### src/rtl/ssp_pkg.sv
// Shared types and width helpers for the parametrised synchronous serial port.
// Latency: none (types and constant functions only).
// Backpressure: none.
package ssp_pkg;

    // Transmit sequencer states
    typedef enum logic {
        IDLE,
        SHIFT
    } tx_state_e;

    // Bit counter width: must hold the values 0..data_w
    function automatic int cnt_w(input int data_w);
        return $clog2(data_w + 1);
    endfunction

    // FIFO pointer width; pointers wrap naturally at a power-of-two depth
    function automatic int ptr_w(input int depth);
        return (depth > 1) ? $clog2(depth) : 1;
    endfunction

endpackage

### src/rtl/ssp_fifo.sv
// Generic synchronous FIFO with registered occupancy and combinational head.
// Latency: a pushed word is visible on head_o one edge after the push when the FIFO was empty.
// Backpressure: pushes while full and pops while empty are ignored; push and pop may coincide.
module ssp_fifo
    import ssp_pkg::*;
#(
    parameter int DATA_W     = 8,
    parameter int FIFO_DEPTH = 4
) (
    input  logic              clk_i,
    input  logic              rst_i,
    input  logic              push_i,
    input  logic [DATA_W-1:0] push_dat_i,
    input  logic              pop_i,
    output logic              full_o,
    output logic              empty_o,
    output logic [DATA_W-1:0] head_o
);
    localparam int PW = ptr_w(FIFO_DEPTH);

    logic [DATA_W-1:0] mem_q [FIFO_DEPTH];
    logic [PW-1:0]     wr_ptr_q;
    logic [PW-1:0]     rd_ptr_q;
    logic [PW:0]       count_q;
    logic              push_eff;
    logic              pop_eff;

    assign full_o   = (count_q == (PW+1)'(FIFO_DEPTH));
    assign empty_o  = (count_q == '0);
    assign head_o   = mem_q[rd_ptr_q];
    assign push_eff = push_i & ~full_o;
    assign pop_eff  = pop_i & ~empty_o;

    // Storage write; contents need no reset because occupancy gates visibility
    always_ff @(posedge clk_i) begin
        if (push_eff) begin
            mem_q[wr_ptr_q] <= push_dat_i;
        end
    end

    // Pointer and occupancy bookkeeping
    always_ff @(posedge clk_i or posedge rst_i) begin
        if (rst_i) begin
            wr_ptr_q <= '0;
            rd_ptr_q <= '0;
            count_q  <= '0;
        end else begin
            if (push_eff) begin
                wr_ptr_q <= wr_ptr_q + 1'b1;
            end
            if (pop_eff) begin
                rd_ptr_q <= rd_ptr_q + 1'b1;
            end
            case ({push_eff, pop_eff})
                2'b10:   count_q <= count_q + 1'b1;
                2'b01:   count_q <= count_q - 1'b1;
                default: count_q <= count_q;
            endcase
        end
    end

endmodule

### src/rtl/ssp_param.sv
// Parametrised SSP: host-fed TX FIFO into framed serial shifter, serial receiver into RX FIFO.
// Latency: TX pop to RX push is CLK_DIV*DATA_W + CLK_DIV/2 + 1 PCLK edges over loopback.
// Backpressure: full TX FIFO drops host pushes; full RX FIFO drops received words (flagged when SSP_OVERRUN_EN is defined).
module ssp_param
    import ssp_pkg::*;
#(
    parameter int DATA_W     = 8,
    parameter int FIFO_DEPTH = 4,
    parameter int CLK_DIV    = 2,
    parameter int MSB_FIRST  = 1
) (
    input  logic              PCLK,
    input  logic              CLEAR,
    input  logic              PSEL,
    input  logic              PWRITE,
    input  logic [DATA_W-1:0] PWDATA,
    output logic [DATA_W-1:0] PRDATA,
    input  logic              SSPCLKIN,
    input  logic              SSPFSSIN,
    input  logic              SSPRXD,
    output logic              SSPCLKOUT,
    output logic              SSPFSSOUT,
    output logic              SSPTXD,
    output logic              SSPOE_B,
    output logic              SSPTXINTR,
    output logic              SSPRXINTR
`ifdef SSP_OVERRUN_EN
    ,
    output logic              SSPRORINTR
`endif
);
    localparam int HALF  = CLK_DIV / 2;
    localparam int DIV_W = $clog2(CLK_DIV);
    localparam int CNT_W = cnt_w(DATA_W);
    localparam logic [DIV_W-1:0] DIV_LAST = DIV_W'(HALF - 1);
    localparam logic [CNT_W-1:0] BIT_LAST = CNT_W'(DATA_W - 1);
    localparam logic [CNT_W-1:0] BIT_DONE = CNT_W'(DATA_W);

    // ---------------- serial clock divider ----------------
    logic [DIV_W-1:0] div_q;
    logic             sclk_q;
    logic             tick;

    // A tick is the PCLK edge on which SSPCLKOUT rises
    assign tick = (div_q == DIV_LAST) & ~sclk_q;

    // Free-running half-period counter toggling the serial clock
    always_ff @(posedge PCLK or posedge CLEAR) begin
        if (CLEAR) begin
            div_q  <= '0;
            sclk_q <= 1'b0;
        end else if (div_q == DIV_LAST) begin
            div_q  <= '0;
            sclk_q <= ~sclk_q;
        end else begin
            div_q  <= div_q + 1'b1;
        end
    end

    // ---------------- FIFOs ----------------
    logic              tx_pop;
    logic              tx_full;
    logic              tx_empty;
    logic [DATA_W-1:0] tx_head;
    logic              rx_push;
    logic              rx_pop;
    logic              rx_full;
    logic              rx_empty;
    logic [DATA_W-1:0] rx_head;
    logic [DATA_W-1:0] rx_sh_d;

    assign rx_pop = PSEL & ~PWRITE;

    ssp_fifo #(.DATA_W(DATA_W), .FIFO_DEPTH(FIFO_DEPTH)) u_tx_fifo (
        .clk_i      (PCLK),
        .rst_i      (CLEAR),
        .push_i     (PSEL & PWRITE),
        .push_dat_i (PWDATA),
        .pop_i      (tx_pop),
        .full_o     (tx_full),
        .empty_o    (tx_empty),
        .head_o     (tx_head)
    );

    ssp_fifo #(.DATA_W(DATA_W), .FIFO_DEPTH(FIFO_DEPTH)) u_rx_fifo (
        .clk_i      (PCLK),
        .rst_i      (CLEAR),
        .push_i     (rx_push),
        .push_dat_i (rx_sh_d),
        .pop_i      (rx_pop),
        .full_o     (rx_full),
        .empty_o    (rx_empty),
        .head_o     (rx_head)
    );

    assign PRDATA    = rx_empty ? '0 : rx_head;
    assign SSPTXINTR = tx_full;
    assign SSPRXINTR = rx_full;

    // ---------------- transmitter ----------------
    tx_state_e         state_q, state_d;
    logic [DATA_W-1:0] tx_sh_q, tx_sh_d;
    logic [CNT_W-1:0]  tx_cnt_q, tx_cnt_d;
    logic              fss_q, fss_d;
    logic              txd_q, txd_d;
    logic              oe_b_q, oe_b_d;

    // Transmit sequencing: all output changes happen on ticks only
    always_comb begin
        state_d  = state_q;
        tx_sh_d  = tx_sh_q;
        tx_cnt_d = tx_cnt_q;
        fss_d    = fss_q;
        txd_d    = txd_q;
        oe_b_d   = oe_b_q;
        tx_pop   = 1'b0;
        if (tick) begin
            unique case (state_q)
                IDLE: begin
                    if (!tx_empty) begin
                        tx_pop   = 1'b1;
                        tx_sh_d  = tx_head;
                        tx_cnt_d = '0;
                        fss_d    = 1'b1;
                        state_d  = SHIFT;
                    end
                end
                SHIFT: begin
                    if (tx_cnt_q == BIT_DONE) begin
                        // Period after the last bit with no follow-on word
                        state_d = IDLE;
                        fss_d   = 1'b0;
                        txd_d   = 1'b0;
                        oe_b_d  = 1'b1;
                    end else begin
                        txd_d    = (MSB_FIRST != 0) ? tx_sh_q[DATA_W-1] : tx_sh_q[0];
                        tx_sh_d  = (MSB_FIRST != 0) ? {tx_sh_q[DATA_W-2:0], 1'b0}
                                                    : {1'b0, tx_sh_q[DATA_W-1:1]};
                        tx_cnt_d = tx_cnt_q + 1'b1;
                        fss_d    = 1'b0;
                        oe_b_d   = 1'b0;
                        // Back-to-back: frame sync for the next word overlaps the last bit
                        if ((tx_cnt_q == BIT_LAST) && !tx_empty) begin
                            tx_pop   = 1'b1;
                            tx_sh_d  = tx_head;
                            tx_cnt_d = '0;
                            fss_d    = 1'b1;
                        end
                    end
                end
            endcase
        end
    end

    // Transmit state registers
    always_ff @(posedge PCLK or posedge CLEAR) begin
        if (CLEAR) begin
            state_q  <= IDLE;
            tx_sh_q  <= '0;
            tx_cnt_q <= '0;
            fss_q    <= 1'b0;
            txd_q    <= 1'b0;
            oe_b_q   <= 1'b1;
        end else begin
            state_q  <= state_d;
            tx_sh_q  <= tx_sh_d;
            tx_cnt_q <= tx_cnt_d;
            fss_q    <= fss_d;
            txd_q    <= txd_d;
            oe_b_q   <= oe_b_d;
        end
    end

    assign SSPCLKOUT = sclk_q;
    assign SSPFSSOUT = fss_q;
    assign SSPTXD    = txd_q;
    assign SSPOE_B   = oe_b_q;

    // ---------------- receiver ----------------
    logic              clkin_q;
    logic              rx_fall;
    logic              rx_armed_q, rx_armed_d;
    logic [DATA_W-1:0] rx_sh_q;
    logic [CNT_W-1:0]  rx_cnt_q, rx_cnt_d;

    assign rx_fall = clkin_q & ~SSPCLKIN;

    // Receive shifting on each falling receive clock; frame sync re-arms after the shift
    always_comb begin
        rx_armed_d = rx_armed_q;
        rx_sh_d    = rx_sh_q;
        rx_cnt_d   = rx_cnt_q;
        rx_push    = 1'b0;
        if (rx_fall) begin
            if (rx_armed_q) begin
                rx_sh_d  = (MSB_FIRST != 0) ? {rx_sh_q[DATA_W-2:0], SSPRXD}
                                            : {SSPRXD, rx_sh_q[DATA_W-1:1]};
                rx_cnt_d = rx_cnt_q + 1'b1;
                if (rx_cnt_q == BIT_LAST) begin
                    rx_push    = 1'b1;
                    rx_armed_d = 1'b0;
                end
            end
            if (SSPFSSIN) begin
                rx_armed_d = 1'b1;
                rx_cnt_d   = '0;
            end
        end
    end

    // Receive state registers and receive clock edge history
    always_ff @(posedge PCLK or posedge CLEAR) begin
        if (CLEAR) begin
            clkin_q    <= 1'b0;
            rx_armed_q <= 1'b0;
            rx_sh_q    <= '0;
            rx_cnt_q   <= '0;
        end else begin
            clkin_q    <= SSPCLKIN;
            rx_armed_q <= rx_armed_d;
            rx_sh_q    <= rx_sh_d;
            rx_cnt_q   <= rx_cnt_d;
        end
    end

`ifdef SSP_OVERRUN_EN
    logic ror_q;

    // Sticky overrun: a drop wins over a same-edge clearing pop
    always_ff @(posedge PCLK or posedge CLEAR) begin
        if (CLEAR) begin
            ror_q <= 1'b0;
        end else if (rx_push && rx_full) begin
            ror_q <= 1'b1;
        end else if (rx_pop && !rx_empty) begin
            ror_q <= 1'b0;
        end
    end

    assign SSPRORINTR = ror_q;
`endif

endmodule
### config.mk
export PLATFORM = sky130hd
export DESIGN_NAME = ssp_param
export DESIGN_NICKNAME = d
export VERILOG_FILES = /design/src/rtl/ssp_pkg.sv /design/src/rtl/ssp_fifo.sv /design/src/rtl/ssp_param.sv
export SDC_FILE = /design/constraint.sdc
export NUM_CORES = 1
export LEC_CHECK = 0
export CAP_MARGIN = 25
export CORE_MARGIN = 10
export CORE_UTILIZATION = 60
export DETAILED_ROUTE_END_ITERATION = 12
export PLACE_DENSITY = 0.77
export SLEW_MARGIN = 20
export SYNTH_ARGS = -nofsm -noshare
export SYNTH_HDL_FRONTEND = slang
export SYNTH_SLANG_ARGS = --single-unit
### constraint.sdc
create_clock -name PCLK -period 5.4 [get_ports PCLK]
set_input_delay 0.81 -clock PCLK [delete_from_list [all_inputs] [get_ports PCLK]]
set_output_delay 0.81 -clock PCLK [all_outputs]
set_load 0.05 [all_outputs]
==> PnR_summary.wiki, run 1 <==
{| class="wikitable"
! Metric !! Value
|-
| Worst endpoint required time || 4.59 ns
|-
| Worst hold slack || 0.4779 ns
|-
| Critical path peak fanout || 10
|-
| Post-cts sizing count || 0
|-
| Fraction of the mapped netlist area in adder cells || 0.04280
|-
| Setup slack of the most critical reg-to-reg path || 2.88 ns
|-
| Terminating pin of the worst hold path || SSPTXD
|-
| Most instantiated cells after synthesis || edfxtp_1, dfrtp_1, inv_1, mux4_2, ha_1
|-
| Post-layout nets || 360
|-
| DRC errors left || 0
|-
| Cell with the most instances after synthesis || edfxtp_1
|-
| CP Launch Type || flop
|-
| Mean number of vias per cell || 5.650
|-
| ANT nets after route || 0
|-
| Final clock skew || 0.009519 ns
|-
| Clock tree from TritonCTS || built
|-
| Clock period minus worst slack || 3.382 ns
|-
| Met3 routed wirelength || 313 µm
|-
| Worst hold-check path type || reg2reg
|-
| Most frequently used flop master after synthesis || edfxtp_1
|-
| Count of cells along the worst hold path || 2
|-
| FF-to-FF path depth || 9
|-
| First DRT Iteration DRCs || 65
|-
| Routed via count || 2469
|-
| Placement row count || 32
|-
| Avg Cell Area, Syn || 15.79 µm²
|-
| Area overhead of the layout relative to synthesis || 11.81%
|-
| H-tree levels || 3
|-
| Top Metal Used || met4
|-
| Multiplexer fraction of the synthesized cell area || 0.1073
|-
| Core ar. || 0.007687 mm²
|-
| # port buffers || 28
|-
| Die Y || 108.8 µm
|-
| Cells taking the most area after synthesis || edfxtp_1, dfrtp_1, mux4_2, ha_1, inv_1
|-
| Cell type contributing the most total cell area after synthesis || edfxtp_1
|-
| Number of enable flip-flop cells after synthesis || 64
|-
| Antenna diode instance count || 0
|-
| Horizontal die dimension || 108.8 µm
|-
| Max Cap Violations || 0
|-
| Post-Synthesis Net Count || 330
|-
| Synthesized flop and latch total || 109
|-
| Kind of critical path || reg2out
|-
| Overall track demand over capacity in global routing || 0.1399
|-
| Hold Buf Count CTS || 0
|-
| Area fraction of the dominant cell type after synthesis || 0.4058
|-
| Dominant combinational cell family by area after synthesis || multiplexers
|-
| Synthesized-area fraction occupied by ao, oa, aoi and oai cells || 0.06209
|-
| Initial core utilization || 0.6160
|-
| Clock Sink Count || 109
|-
| Relative slew slack || 0.5204
|-
| PD cells || 478.3 mW/mm²
|-
| TritonCTS Buffers || 9
|-
| Worst vdd ir || 0.2643 mV
|-
| Share of post-route cells with drive strength above 1 || 0.1672
|-
| Setup repair after global routing missed its margin || no
|-
| Count of TritonRoute iterations in the first routing pass || 4
|-
| Number of standard cells after synthesis || 300
|-
| Fraction of the yosys area taken by sequential cells || 0.6439
|-
| Maximum number of buffers from clock root to sink || 2
|-
| Clock root buffer master || clkbuf_8
|-
| Count of final hold-check violations || 0
|-
| Maximum number of pins on one net before global-route repair || 46
|-
| Proportion of synthesized flip-flops having asynchronous set or reset || 0.4128
|-
| CP Data Arrival Time || 2.57 ns
|-
| Global placer's final weighted congestion || 0.7769
|-
| Worst R2R End || u_tx_fifo.count_q[2]
|-
| Total I/O pin count || 29
|-
| Post-Route Setup TNS || 0 ns
|-
| FF-to-FF Start || u_tx_fifo.count_q[0]
|-
| Run status || complete, no violations
|-
| Number of post-CTS setup repair buffers || 0
|-
| Xor-xnor portion of the synthesized cell area || 0.02219
|-
| Wire length of the first global-routing pass || 12800 µm
|-
| Clock-pin transition on the worst setup and hold timing paths || 0.11 ns
|-
| Crit share post-route || 0.6263
|-
| Final number of max-transition violations || 0
|-
| Average routed wire per standard cell || 17.98 µm
|-
| Number of global-route vias before repair || 2581
|-
| Post-detailed-placement half-perimeter wirelength || 5407 µm
|-
| Kind of end point of the critical path || primary output
|-
| Overflow left after global routing || 0
|-
| Share of synthesized cell area in and, or, nand and nor gates || 0.08454
|-
| Number of setup violations in the final report || 0
|-
| Number of distinct library cells after synthesis || 46
|-
| Ys Warns || 0
|-
| Clock latency of the later-clocked register in the worst-skew pair || 0.36 ns
|-
| Number of antenna violations at the first check in global routing || 0
|-
| F_max || 295.7 MHz
|-
| Transition time of the tightest slew-check pin || 0.7155 ns
|-
| Routed length on met2 || 3868 µm
|-
| Routed length on met1 || 3611 µm
|-
| Total detailed-routing wirelength || 7859 µm
|-
| Pleak || 2.005 nW
|-
| Post-synthesis instance area || 0.004736 mm²
|-
| Hold path startpoint || SSPTXD
|-
| Total chip power || 2.532 mW
|-
| Area of the die || 0.01185 mm²
|}
==> worst max-delay path by stage <==
stage                                from                    to  depth (start not counted)
finish              u_rx_fifo.rd_ptr_q[0]             PRDATA[6]                          3
global placement                 SSPCLKIN  u_rx_fifo.count_q[2]                         10
floorplan            u_tx_fifo.count_q[0]  u_tx_fifo.count_q[2]                          9
global route        u_rx_fifo.rd_ptr_q[0]             PRDATA[6]                          3
CTS                 u_rx_fifo.rd_ptr_q[0]             PRDATA[6]                          3
detailed placement               SSPCLKIN  u_rx_fifo.count_q[1]                          8
==> through the flow <==
stage	cells	util	worst slack, ns	area, µm²
6_report	437	0.6888	2.018	5295
5_1_grt	437	0.6888	1.840	5295
4_1_cts	436	0.6862	1.961	5275
3_5_place_dp	420	0.6618	2.242	5087
3_3_place_gp	420	0.6618	2.372	5087
2_1_floorplan	300	-	2.830	4736
==> cell type report <==
type / count / area, µm²
inverters: 32 / 120.1
fillers: 551 / 2392
well taps: 102 / 127.6
repair buffers: 29 / 300.3
clock buffers: 10 / 127.6
multi-input cells: 149 / 1510
flip-flops and latches: 109 / 3049
clock inverters: 6 / 60.06
==> worst max-delay path, cell delays in order (launching register included) <==
cell and delay, ns:
dfrtp_1 0.74, mux4_2 0.57, nor2b_1 0.16, clkdlybuf4s50_1 0.74
==> cell families after synthesis <==
family | Yosys count
flops | 109
simple gates | 55
buf+inv | 42
compound gates | 38
mux | 29
fa+ha+maj | 15
xor+xnor | 12
==> layout by cell type, fill, tap and decap left out, types with 3 or more instances in the layout <==
cell             instances
xor2_1                   7
inv_8                    3
xnor2_1                  5
o221ai_1                 6
inv_1                   30
nand2_1                 11
mux2_2                   9
o2111ai_1                8
nor2b_1                 11
edfxtp_1                64
mux4_2                  16
and2_1                   8
o21ai_0                 12
nor2_1                   4
clkdlybuf4s50_1         28
dfrtp_1                 44
clkbuf_8                 9
ha_1                    13
==> metal layers <==
metal,global-route usage,vias to the layer above
met3,0.04071,5
met4,0.03484,0
met1,0.1794,1261
met2,0.2302,34
li1,-,1169
met5,0,-
==> flip-flops by register name, summed over array words and instances (netlist names), 2 cells and up <==
signal,count
u_rx_fifo.mem_q,32
tx_cnt_q,4
u_rx_fifo.rd_ptr_q,2
rx_cnt_q,4
u_rx_fifo.wr_ptr_q,2
u_tx_fifo.mem_q,32
u_tx_fifo.count_q,3
u_tx_fifo.rd_ptr_q,2
u_rx_fifo.count_q,3
rx_sh_q,8
tx_sh_q,8
u_tx_fifo.wr_ptr_q,2
==> power breakdown <==
part | switching [mW] | total [mW] | leakage [nW] | internal [mW]
clock network | 0.284 | 0.466 | 0.0972 | 0.182
logic | 0.451 | 0.814 | 0.789 | 0.364
registers | 0.185 | 1.25 | 1.12 | 1.07
total | 0.919 | 2.53 | 2.01 | 1.61
Note: power is estimated with default switching activity, not from simulation.
==> run 2: changes to the inputs <==
CORE_UTILIZATION = 53   (was 60)
PLACE_DENSITY = 0.72   (was 0.77)
clock period = 2.8 ns   (was 5.4 ns; I/O delays follow)
==> run 2 against run 1 <==
  * Count of clock-buffer cells in the layout fell by 1
  * First-iteration DRC count grew to 2.6 times the previous value
  * Non-clock buffer count rose by 12
  * Total power grew 94%
==> PnR_summary.wiki, run 2 (synthesis results as in run 1) <==
{| class="wikitable"
! Metric !! Value
|-
| Die Y || 114.5 µm
|-
| Post-layout nets || 372
|-
| CP Data Arrival Time || 2.22 ns
|-
| Max Cap Violations || 0
|-
| Routed via count || 2502
|-
| Mean number of vias per cell || 5.499
|-
| Total detailed-routing wirelength || 8155 µm
|-
| Clock-pin transition on the worst setup and hold timing paths || 0.11 ns
|-
| Worst endpoint required time || 2.38 ns
|-
| Clock root buffer master || clkbuf_8
|-
| Number of global-route vias before repair || 2638
|-
| Maximum number of buffers from clock root to sink || 2
|-
| Horizontal die dimension || 114.5 µm
|-
| Wire length of the first global-routing pass || 13710 µm
|-
| Transition time of the tightest slew-check pin || 0.6354 ns
|-
| Average routed wire per standard cell || 17.92 µm
|-
| Antenna diode instance count || 0
|-
| TritonCTS Buffers || 9
|-
| Commonest non-fill, non-tap cell in the layout || edfxtp_1
|-
| # port buffers || 28
|-
| Leading registers by flop count || u_rx_fifo.mem_q x32, u_tx_fifo.mem_q x32
|-
| Clock tree from TritonCTS || built
|-
| Number of setup violations in the final report || 0
|-
| Count of TritonRoute iterations in the first routing pass || 4
|-
| Worst vdd ir || 0.3991 mV
|-
| Area of the die || 0.01312 mm²
|-
| Count of final hold-check violations || 0
|-
| Clock period minus worst slack || 2.640 ns
|-
| Setup slack of the most critical reg-to-reg path || 0.44 ns
|-
| Setup repair after global routing missed its margin || no
|-
| Initial core utilization || 0.5430
|-
| Final clock skew || 0.01328 ns
|-
| PD cells || 916.0 mW/mm²
|-
| FF-to-FF path depth || 10
|-
| Final number of max-transition violations || 0
|-
| DRC errors left || 0
|-
| Overall track demand over capacity in global routing || 0.1328
|-
| CP Launch Type || flop
|-
| Kind of end point of the critical path || primary output
|-
| Total chip power || 4.924 mW
|-
| Number of antenna violations at the first check in global routing || 0
|-
| Global placer's final weighted congestion || 0.7750
|-
| Critical path peak fanout || 9
|-
| Post-detailed-placement half-perimeter wirelength || 5718 µm
|-
| Share of post-route cells with drive strength above 1 || 0.2133
|-
| Worst R2R End || u_tx_fifo.count_q[2]
|-
| Clock Sink Count || 109
|-
| Most frequent cells in the layout || edfxtp_1, dfrtp_1, inv_1
|-
| Relative slew slack || 0.5755
|-
| Worst hold-check path type || in2async
|-
| Run status || complete, no violations
|-
| Core ar. || 0.008721 mm²
|-
| Maximum number of pins on one net before global-route repair || 21
|-
| Kind of critical path || reg2out
|-
| Pleak || 2.069 nW
|-
| Post-route cell area || 0.005375 mm²
|-
| Total I/O pin count || 29
|-
| First DRT Iteration DRCs || 171
|-
| Clock latency of the later-clocked register in the worst-skew pair || 0.37 ns
|-
| H-tree levels || 3
|-
| F_max || 378.8 MHz
|-
| Overflow left after global routing || 0
|-
| Area overhead of the layout relative to synthesis || 13.50%
|-
| FF-to-FF Start || tx_cnt_q[1]
|-
| ANT nets after route || 0
|-
| Placement row count || 34
|-
| Post-Route Setup TNS || 0 ns
|-
| Total placed instance area || 0.005182 mm²
|-
| Crit share post-route || 0.9429
|}
run 2: cell types whose count changed in the layout (fill, tap and decap cells not counted), sizes merged:
cell,before,now
clkdlybuf4s50,28,22
clkinvlp,0,1
inv,37,35
clkinv,1,3
dlygate4sd2,0,2
clkbuf,10,9
buf,1,17
run 2: area by class of cell:
type,instances,area (µm²)
tap,108,135.1
clock inverter,7,63.81
clock buffer,9,123.9
timing repair buffer,41,365.4
multi-input combinational,149,1516
sequential,109,3050
fill,665,3346
inverter,32,120.1
run 2: repair_timing:
| item | 4_1_cts | 5_1_grt |
|---|---|---|
| endpoints found under the setup margin | 2 | 2 |
| buffers inserted | 0 | 0 |
| pin swaps | 0 | 0 |
| hold buffers | 0 | 0 |
| gates cloned | 0 | 0 |
| gates resized for setup | 2 | 2 |
run 2: how the worst max path moves through the flow:
stage,from,to,cells past startpoint
after CTS,u_rx_fifo.rd_ptr_q[0],PRDATA[0],3
after detailed placement,SSPCLKIN,u_rx_fifo.count_q[2],10
after global routing,u_rx_fifo.rd_ptr_q[1],PRDATA[0],3
after floorplan,u_tx_fifo.count_q[0],u_tx_fifo.count_q[2],9
final,u_rx_fifo.rd_ptr_q[1],PRDATA[0],3
after global placement,SSPCLKIN,u_rx_fifo.count_q[2],10
run 2: layer usage:
metal  wire, µm  track usage
met4         84      0.04261
met5          0            0
met1       3879       0.1825
met3        399      0.04036
met2       3790       0.1967
run 2: critical path, stage by stage, from the launching register on:
cell	delay, ns
dfrtp_1	0.64
mux4_2	0.28
nor2b_1	0.13
clkdlybuf4s50_1	0.81
run 2: stage by stage:
step	hold slack (ns)	setup WS (ns)	cells	util
finish	0.3044	0.1600	455	0.6164
global placement	0.4555	0.3147	439	0.5943
global route	0.3527	0.04434	455	0.6164
detailed placement	0.4594	0.2674	439	0.5943
floorplan	0.4514	0.2297	300	-
CTS	0.3013	0.01084	455	0.6155
run 2: power by group:
part	internal, mW	switching (mW)
sequential	2.06	0.335
clock	0.344	0.564
combinational	0.715	0.904
